$ cat config.mk
export PLATFORM = sky130hd
export DESIGN_NAME = fir_sequencer
export DESIGN_NICKNAME = d
export VERILOG_FILES = /design/src/rtl/fir_pkg.sv /design/src/rtl/fir_result_fifo.sv /design/src/rtl/fir_sequencer.sv
export SDC_FILE = /design/constraint.sdc
export NUM_CORES = 1
export LEC_CHECK = 0
export CORE_MARGIN = 2
export CORE_UTILIZATION = 28
export DETAILED_ROUTE_END_ITERATION = 8
export SLEW_MARGIN = 20
export SYNTH_ARGS = -nofsm -noshare
export SYNTH_HDL_FRONTEND = slang
export SYNTH_SLANG_ARGS = --single-unit
export TNS_END_PERCENT = 30
$ cat constraint.sdc
create_clock -name clk -period 3.8 [get_ports clk]
set_clock_uncertainty 0.15 [all_clocks]
set_input_delay 0.76 -clock clk [delete_from_list [all_inputs] [get_ports clk]]
set_output_delay 0.76 -clock clk [all_outputs]
set_load 0.02 [all_outputs]
$ cat src/rtl/fir_pkg.sv
// Shared types and default constants for the FIR load/result sequencer.
package fir_pkg;

  localparam int FIR_TAPS    = 16;
  localparam int FIR_BURST   = 4;
  localparam int FIR_TIMEOUT = 31;
  localparam int FIR_WORD_W  = 16;

  typedef enum logic [1:0] {
    IDLE  = 2'd0,
    SHIFT = 2'd1,
    FIRE  = 2'd2,
    WAIT  = 2'd3
  } fir_seq_state_t;

endpackage

$ cat src/rtl/fir_result_fifo.sv
// Two-entry result FIFO; the head entry is visible combinationally on data_o.
module fir_result_fifo
  import fir_pkg::*;
(
  input  logic                  clk,
  input  logic                  rst,
  input  logic                  push_i,
  input  logic [FIR_WORD_W-1:0] data_i,
  input  logic                  pop_i,
  output logic [FIR_WORD_W-1:0] data_o,
  output logic                  full_o,
  output logic                  empty_o
);

  logic [FIR_WORD_W-1:0] mem_q [2];
  logic                  wr_ptr_q;
  logic                  rd_ptr_q;
  logic [1:0]            count_q;
  logic                  do_push;
  logic                  do_pop;

  assign full_o  = (count_q == 2'd2);
  assign empty_o = (count_q == 2'd0);
  assign data_o  = mem_q[rd_ptr_q];

  // A push into a full FIFO is dropped rather than corrupting the head.
  assign do_push = push_i & ~full_o;
  assign do_pop  = pop_i & ~empty_o;

  genvar gi;
  generate
    for (gi = 0; gi < 2; gi++) begin : g_entry
      // Each entry is written only when the write pointer selects it.
      always_ff @(posedge clk or posedge rst) begin
        if (rst) begin
          mem_q[gi] <= '0;
        end else if (do_push && (wr_ptr_q == 1'(gi))) begin
          mem_q[gi] <= data_i;
        end
      end
    end
  endgenerate

  // Pointer and occupancy bookkeeping; simultaneous push and pop keep the count.
  always_ff @(posedge clk or posedge rst) begin
    if (rst) begin
      wr_ptr_q <= 1'b0;
      rd_ptr_q <= 1'b0;
      count_q  <= 2'd0;
    end else begin
      if (do_push) wr_ptr_q <= ~wr_ptr_q;
      if (do_pop)  rd_ptr_q <= ~rd_ptr_q;
      case ({do_push, do_pop})
        2'b10:   count_q <= count_q + 2'd1;
        2'b01:   count_q <= count_q - 2'd1;
        default: count_q <= count_q;
      endcase
    end
  end

endmodule

$ cat src/rtl/fir_sequencer.sv
// Turns a valid/ready word stream into FIR core load/wind/in_valid sequencing
// and collects the core's results into a ready/valid result stream.
module fir_sequencer
  import fir_pkg::*;
#(
  parameter int TAPS    = FIR_TAPS,
  parameter int BURST   = FIR_BURST,
  parameter int TIMEOUT = FIR_TIMEOUT
) (
  input  logic                  clk,
  input  logic                  rst,
  input  logic                  s_valid,
  output logic                  s_ready,
  input  logic [FIR_WORD_W-1:0] s_data,
  input  logic                  s_is_weight,
  output logic [FIR_WORD_W-1:0] fir_data,
  output logic                  fir_wind,
  output logic                  fir_load,
  output logic                  fir_in_valid,
  input  logic                  fir_out_valid,
  input  logic [FIR_WORD_W-1:0] fir_out,
  output logic                  r_valid,
  input  logic                  r_ready,
  output logic [FIR_WORD_W-1:0] r_data,
  input  logic                  clr_err,
  output logic                  err
);

  localparam int CW = $clog2(TAPS + 1);
  localparam int BW = $clog2(BURST + 1);
  localparam int WW = $clog2(TIMEOUT + 1);

  fir_seq_state_t        state_q;
  logic                  live_q;
  logic                  is_weight_q;
  logic [CW-1:0]         w_cnt_q;
  logic [CW-1:0]         d_cnt_q;
  logic [CW-1:0]         w_cnt_d;
  logic [CW-1:0]         d_cnt_d;
  logic [BW-1:0]         burst_cnt_q;
  logic [WW-1:0]         wait_cnt_q;
  logic                  ov_prev_q;
  logic [FIR_WORD_W-1:0] fir_data_q;
  logic                  fir_wind_q;
  logic                  fir_load_q;
  logic                  fir_in_valid_q;
  logic                  err_q;

  logic                  fire_d;
  logic                  ov_edge;
  logic                  accept;
  logic                  push;
  logic                  pop;
  logic                  timeout;
  logic                  fifo_full;
  logic                  fifo_empty;

  // live_q keeps s_ready low while rst is held, even though the FIFO is empty.
  assign s_ready = live_q & (state_q == IDLE) & ~fifo_full;
  assign accept  = s_valid & s_ready;

  assign ov_edge = fir_out_valid & ~ov_prev_q;
  assign push    = (state_q == WAIT) & ov_edge;
  assign timeout = (state_q == WAIT) & ~ov_edge & (wait_cnt_q == WW'(TIMEOUT - 1));

  assign r_valid = ~fifo_empty;
  assign pop     = r_valid & r_ready;

  assign fir_data     = fir_data_q;
  assign fir_wind     = fir_wind_q;
  assign fir_load     = fir_load_q;
  assign fir_in_valid = fir_in_valid_q;
  assign err          = err_q;

  // Saturating post-increment of the tap counters for the word being shifted.
  always_comb begin
    w_cnt_d = w_cnt_q;
    d_cnt_d = d_cnt_q;
    if (is_weight_q) begin
      if (w_cnt_q != CW'(TAPS)) w_cnt_d = w_cnt_q + 1'b1;
    end else begin
      if (d_cnt_q != CW'(TAPS)) d_cnt_d = d_cnt_q + 1'b1;
    end
    fire_d = ~is_weight_q & (w_cnt_d == CW'(TAPS)) & (d_cnt_d == CW'(TAPS));
  end

  // Sequencer FSM with registered FIR-facing strobes and the sticky error flag.
  always_ff @(posedge clk or posedge rst) begin
    if (rst) begin
      state_q        <= IDLE;
      live_q         <= 1'b0;
      is_weight_q    <= 1'b0;
      w_cnt_q        <= '0;
      d_cnt_q        <= '0;
      burst_cnt_q    <= '0;
      wait_cnt_q     <= '0;
      ov_prev_q      <= 1'b0;
      fir_data_q     <= '0;
      fir_wind_q     <= 1'b0;
      fir_load_q     <= 1'b0;
      fir_in_valid_q <= 1'b0;
      err_q          <= 1'b0;
    end else begin
      live_q     <= 1'b1;
      ov_prev_q  <= fir_out_valid;
      fir_wind_q <= 1'b0;
      fir_load_q <= 1'b0;

      if (timeout)      err_q <= 1'b1;
      else if (clr_err) err_q <= 1'b0;

      case (state_q)
        IDLE: begin
          if (accept) begin
            fir_data_q  <= s_data;
            fir_wind_q  <= s_is_weight;
            fir_load_q  <= ~s_is_weight;
            is_weight_q <= s_is_weight;
            state_q     <= SHIFT;
          end
        end
        SHIFT: begin
          w_cnt_q <= w_cnt_d;
          d_cnt_q <= d_cnt_d;
          if (fire_d) begin
            fir_in_valid_q <= 1'b1;
            burst_cnt_q    <= '0;
            state_q        <= FIRE;
          end else begin
            state_q <= IDLE;
          end
        end
        FIRE: begin
          if (burst_cnt_q == BW'(BURST - 1)) begin
            fir_in_valid_q <= 1'b0;
            wait_cnt_q     <= '0;
            state_q        <= WAIT;
          end else begin
            burst_cnt_q <= burst_cnt_q + 1'b1;
          end
        end
        WAIT: begin
          // The result word is pushed combinationally on the same edge.
          if (ov_edge || timeout) begin
            state_q <= IDLE;
          end else begin
            wait_cnt_q <= wait_cnt_q + 1'b1;
          end
        end
        default: state_q <= IDLE;
      endcase
    end
  end

  fir_result_fifo u_fifo (
    .clk     (clk),
    .rst     (rst),
    .push_i  (push),
    .data_i  (fir_out),
    .pop_i   (pop),
    .data_o  (r_data),
    .full_o  (fifo_full),
    .empty_o (fifo_empty)
  );

endmodule

* Word level (Yosys, flattened, before mapping) *
Index checks and enable logic that the tools add are counted.

word-level totals
  register bits after elaboration = 79
  bits of input ports = 39
  logic and storage cells = 106

operators by class
  $add $sub $neg = 6
  magnitude comparators = 1
  equal/unequal tests = 18
  multiplexer cells = 28
  bitwise logic cells = 21
  reduce and logical (&&, ||, !) cells = 14

operator list
  kind                                                              count
  16-bit 2-to-1 mux                                                 3
  5-bit 2-to-1 mux                                                  6
  5-bit by 1-bit adder with 5-bit output (second input constant)    3
  5-bit == test (second input constant)                             3
  1-bit bitwise AND                                                 12
  3-bit AND reduction                                               4
  2-bit != test (second input constant)                             5
  5-bit != test (second input constant)                             2
  5-bit one-hot mux with 2 select lines                             1
  2-bit == test (second input constant)                             4
  1-bit 2-to-1 mux                                                  8
  2-bit 2-to-1 mux                                                  4
  1-bit inverter                                                    8
  2-bit one-hot mux with 4 select lines                             1
  2-bit nonzero test                                                4
  3-bit 2-to-1 mux                                                  2
  3-bit one-hot mux with 2 select lines                             1
  2-bit by 1-bit == test with 1-bit output (second input constant)  2
  2-bit logical NOT                                                 2
  2-bit one-hot mux with 2 select lines                             1
  3-bit by 1-bit adder with 3-bit output (second input constant)    1
  3-bit by 2-bit == test with 1-bit output (second input constant)  1
  2-bit by 1-bit adder with 2-bit output (second input constant)    1
  2-bit greater-or-equal comparator (second input constant)         1
  other kinds (7)                                                   8

* Longest topological paths before layout *
  depth after elaboration = 8
  gate-level depth with buffers = 7

* Modules after synthesis *
Synthesis repeated with hierarchy kept, for this count alone.

second synthesis, totals
  cell total of the unflattened synthesis = 278
  area total of the unflattened synthesis = 3716.1 um^2

by module, submodules not included
  module           times used  cells each  area an instance (um^2)
  fir_sequencer    1           174         2064.5
  fir_result_fifo  1           104         1651.6

* Worst setup path before layout *
OpenSTA, ideal clock, no wires.

  kind = register to output
  from = reg u_fifo.rd_ptr_q
  to = out r_data[10]
  data arrival time = 1.377 ns
  data required time = 2.890 ns
  slack = 1.513 ns
  stages on the path, launching flop included = 4
  buffers on the path = 2
  path through = dfrtp_1 -> clkbuf_1 -> buf_1 -> mux2_2

between the ends
  cells in the longest elaborated chain, start to end = 4

RTL lines
  element                                                 line                   source
  from (decl)                                             fir_result_fifo.sv:17  logic rd_ptr_q;
  from (signal assigned)                                  fir_result_fifo.sv:52  if (do_pop) rd_ptr_q <= ~rd_ptr_q;
  1-bit inverter with 2-bit output (implied by the code)  fir_result_fifo.sv:24  assign data_o = mem_q[rd_ptr_q];
  16-bit 2-to-1 mux (implied by the code) (3 in a row)    fir_result_fifo.sv:24
  to (decl)                                               fir_sequencer.sv:24    output logic [FIR_WORD_W-1:0] r_data,

No other way between the ends. The select of a mux whose other input is x is not followed.

* Worst setup path in the final report *
  from = reg u_fifo.rd_ptr_q
  to = out r_data[7]

Same word-level chain as after synthesis.

==> metrics.txt <==
CTS tree built; Syn Area/Cell approximately 13 µm²; initial antenna violation count 0; reg2reg setup slack roughly 1.7 ns; min-delay worst type flip-flop to flip-flop; LEAKAGE 2.12 nW; Layout area overhead 35.9%; Rel. slew slack 40.6%; # diodes 0; clock sink total 79; DP HPWL 4890 µm; Max VDD drop between 0.3 and 0.4 mV; Die X 117 µm; crit path max-delay cell type dfrtp_1; count of different cell masters after synthesis 45; post-synthesis cell count 271; Synth Cell Area 3580 µm²; # Post-CTS Setup Buffers 0; MaxCap Viol Count 0; largest net degree at the start of global routing 51; Synthesized Nets roughly 320; status finished clean; worst r2r src d_cnt_q[0]$_DFFE_PP0P_; Reg clk slew, reported paths 0.06 ns; Final TNS setup 0 ns; total overflow reported by the global router 0; worst hold slack 0.336 ns; Most used DFF post-synth dfrtp_1; Worst Setup Path Type flip-flop to output pin; Post-synth EDFFs 0; DR pass1 iterations 2; I/O Pins 77; Reg2Reg Capture Point burst_cnt_q[0]$_DFFE_PP0P_; Hold Path Depth 1; unrepaired setup endpoints after global routing false; clk buf depth 2; drc violations 0; Root Driver clkbuf_16; Synthesis Warnings 0; Power Density 796 nW/µm²; Worst setup SP type flip-flop; initial DRC count 79; share of cells above drive strength 1 23.7%; Clk Latency, worst-skew pair 0.33 ns; total CTS buffers 9; vias in the first global route 2332; Die H 117 µm; Tcrit/Tclk final between 80 and 90%; WHS Endpoint u_fifo.mem_q[24]$_DFFE_PP0P_; Pwr Total a little under 4 mW; first-pass GRT wire length 11300 µm; Fmax ~330 MHz; Post-synth ARST share between 90% and 100%; most common cell after layout, fill and taps aside dfrtp_1; Setup Viol. Count Final 0; Worst Path Required approximately 2.9 ns; GPL Wtd Cong 0.761; die area 13700 µm²; port buffer count 76; total routed wirelength 7000 µm; hold buffers post-CTS 0; Hold Fails Final Rpt 0; routed wire length per instance 13.2 µm; Critical Path End Type output pin; Core Region ~13000 µm²; via count around 2300; Post-DRT Antenna Nets 0; crit-path cells mux2_2 > clkdlybuf4s50_1; WP buf/inv 1; Slew @ Worst Pin ~0.9 ns; Initial Util 28.5%; Hold Path Origin u_fifo.mem_q[24]$_DFFE_PP0P_; Slew Viols, Final 0; DR vias/cell 4.33; worst setup path start u_fifo.rd_ptr_q$_DFFE_PP0P_; worst-path fanout max 17; minimum clock period 3.07 ns; post-cts repair resize count 0; Site Rows approximately 40; R2R depth 7; commonest non-fill, non-tap cells in the layout dfrtp_1 (79), clkdlybuf4s50_1 (76), mux2_2 (55); delay-heaviest family, CP flip-flops; register bit total from synthesis 79; NumNets Final 401; biggest cell delay along the critical path 0.87 ns; Total GRT Usage between 10 and 15%; Critical Path AT 2.16 ns; H-Tree Depth 3; register area share after synthesis 55.3%
[through the flow]
stage	instances	cell area, µm²	setup slack [ns]	utilization [%]
final	530	4860	0.734	38.7
after global routing	530	4860	0.639	38.7
after CTS	530	4860	0.680	38.7
after detailed placement	514	4530	1.05	36.0
after global placement	514	4530	1.08	36.0
after floorplan	271	3580	0.867	-
[state kept, by name, summed over array words and instances, names as in the netlist, 2 cells and up, named ones only]
name,count
u_fifo.mem_q,32
fir_data,16
d_cnt_q,5
w_cnt_q,5
wait_cnt_q,5
burst_cnt_q,3
u_fifo.count_q,2
[worst max-delay path by stage]
stage,to,cells after the start,slack (ns)
2_1_floorplan,async pin,1,0.87
3_3_place_gp,r_data[11],2,1.08
3_5_place_dp,r_data[14],2,1.05
4_1_cts,r_data[14],2,0.68
5_1_grt,r_data[1],2,0.64
6_report,r_data[7],2,0.73
[cell usage after synthesis (5+ instances only)]
cell type,n,share of area (%)
dfrtp_1,79,55
ha_1,9,3.1
inv_1,11,1.2
mux2_1,10,3.1
mux2_2,55,17
nand2_1,11,1.2
nand4_1,5,0.87
nor2_1,11,1.2
nor2b_1,9,1.6
o21ai_0,9,1.3
xnor2_1,10,2.4
xor2_1,5,1.2
[layer usage]
metal | up-vias | track usage [%] | part of all wire (%)
met3 | 8 | 3.91 | 4.8
met1 | 1123 | 12.4 | 43
met5 | - | 0 | 0
met2 | 46 | 18.3 | 50
met4 | 0 | 4.71 | 1.7
li1 | 1116 | - | -
[cell type report]
cell class                      count  area (µm²)
Sequential cell                    79        1980
Inverter                           12        46.3
Tap cell                          172         215
Multi-Input combinational cell    174        1510
Fill cell                        1229        7710
Timing Repair Buffer               77         781
Clock inverter                      6        92.6
Clock buffer                       10         239
[cells by family after synthesis]
| kind of cell | share of synthesized area [%] |
|---|---|
| AND/OR/NAND/NOR | 10.6 |
| AO/OA/AOI/OAI | 4.16 |
| multiplexers | 20.5 |
| XOR/XNOR | 3.67 |
| other | 0.105 |
| adder cells (fa/ha/maj) | 3.15 |
| flip-flops | 55.3 |
| buffers and inverters | 2.55 |
[power by group]
part	leakage (nW)	switching (mW)	internal [mW]	total (mW)
clock	0.155	0.340	0.596	0.936
sequential	1.00	0.287	1.17	1.46
combinational	0.956	0.639	0.834	1.47
total	2.12	1.27	2.60	3.87
Note: power is estimated with default switching activity, not from simulation.
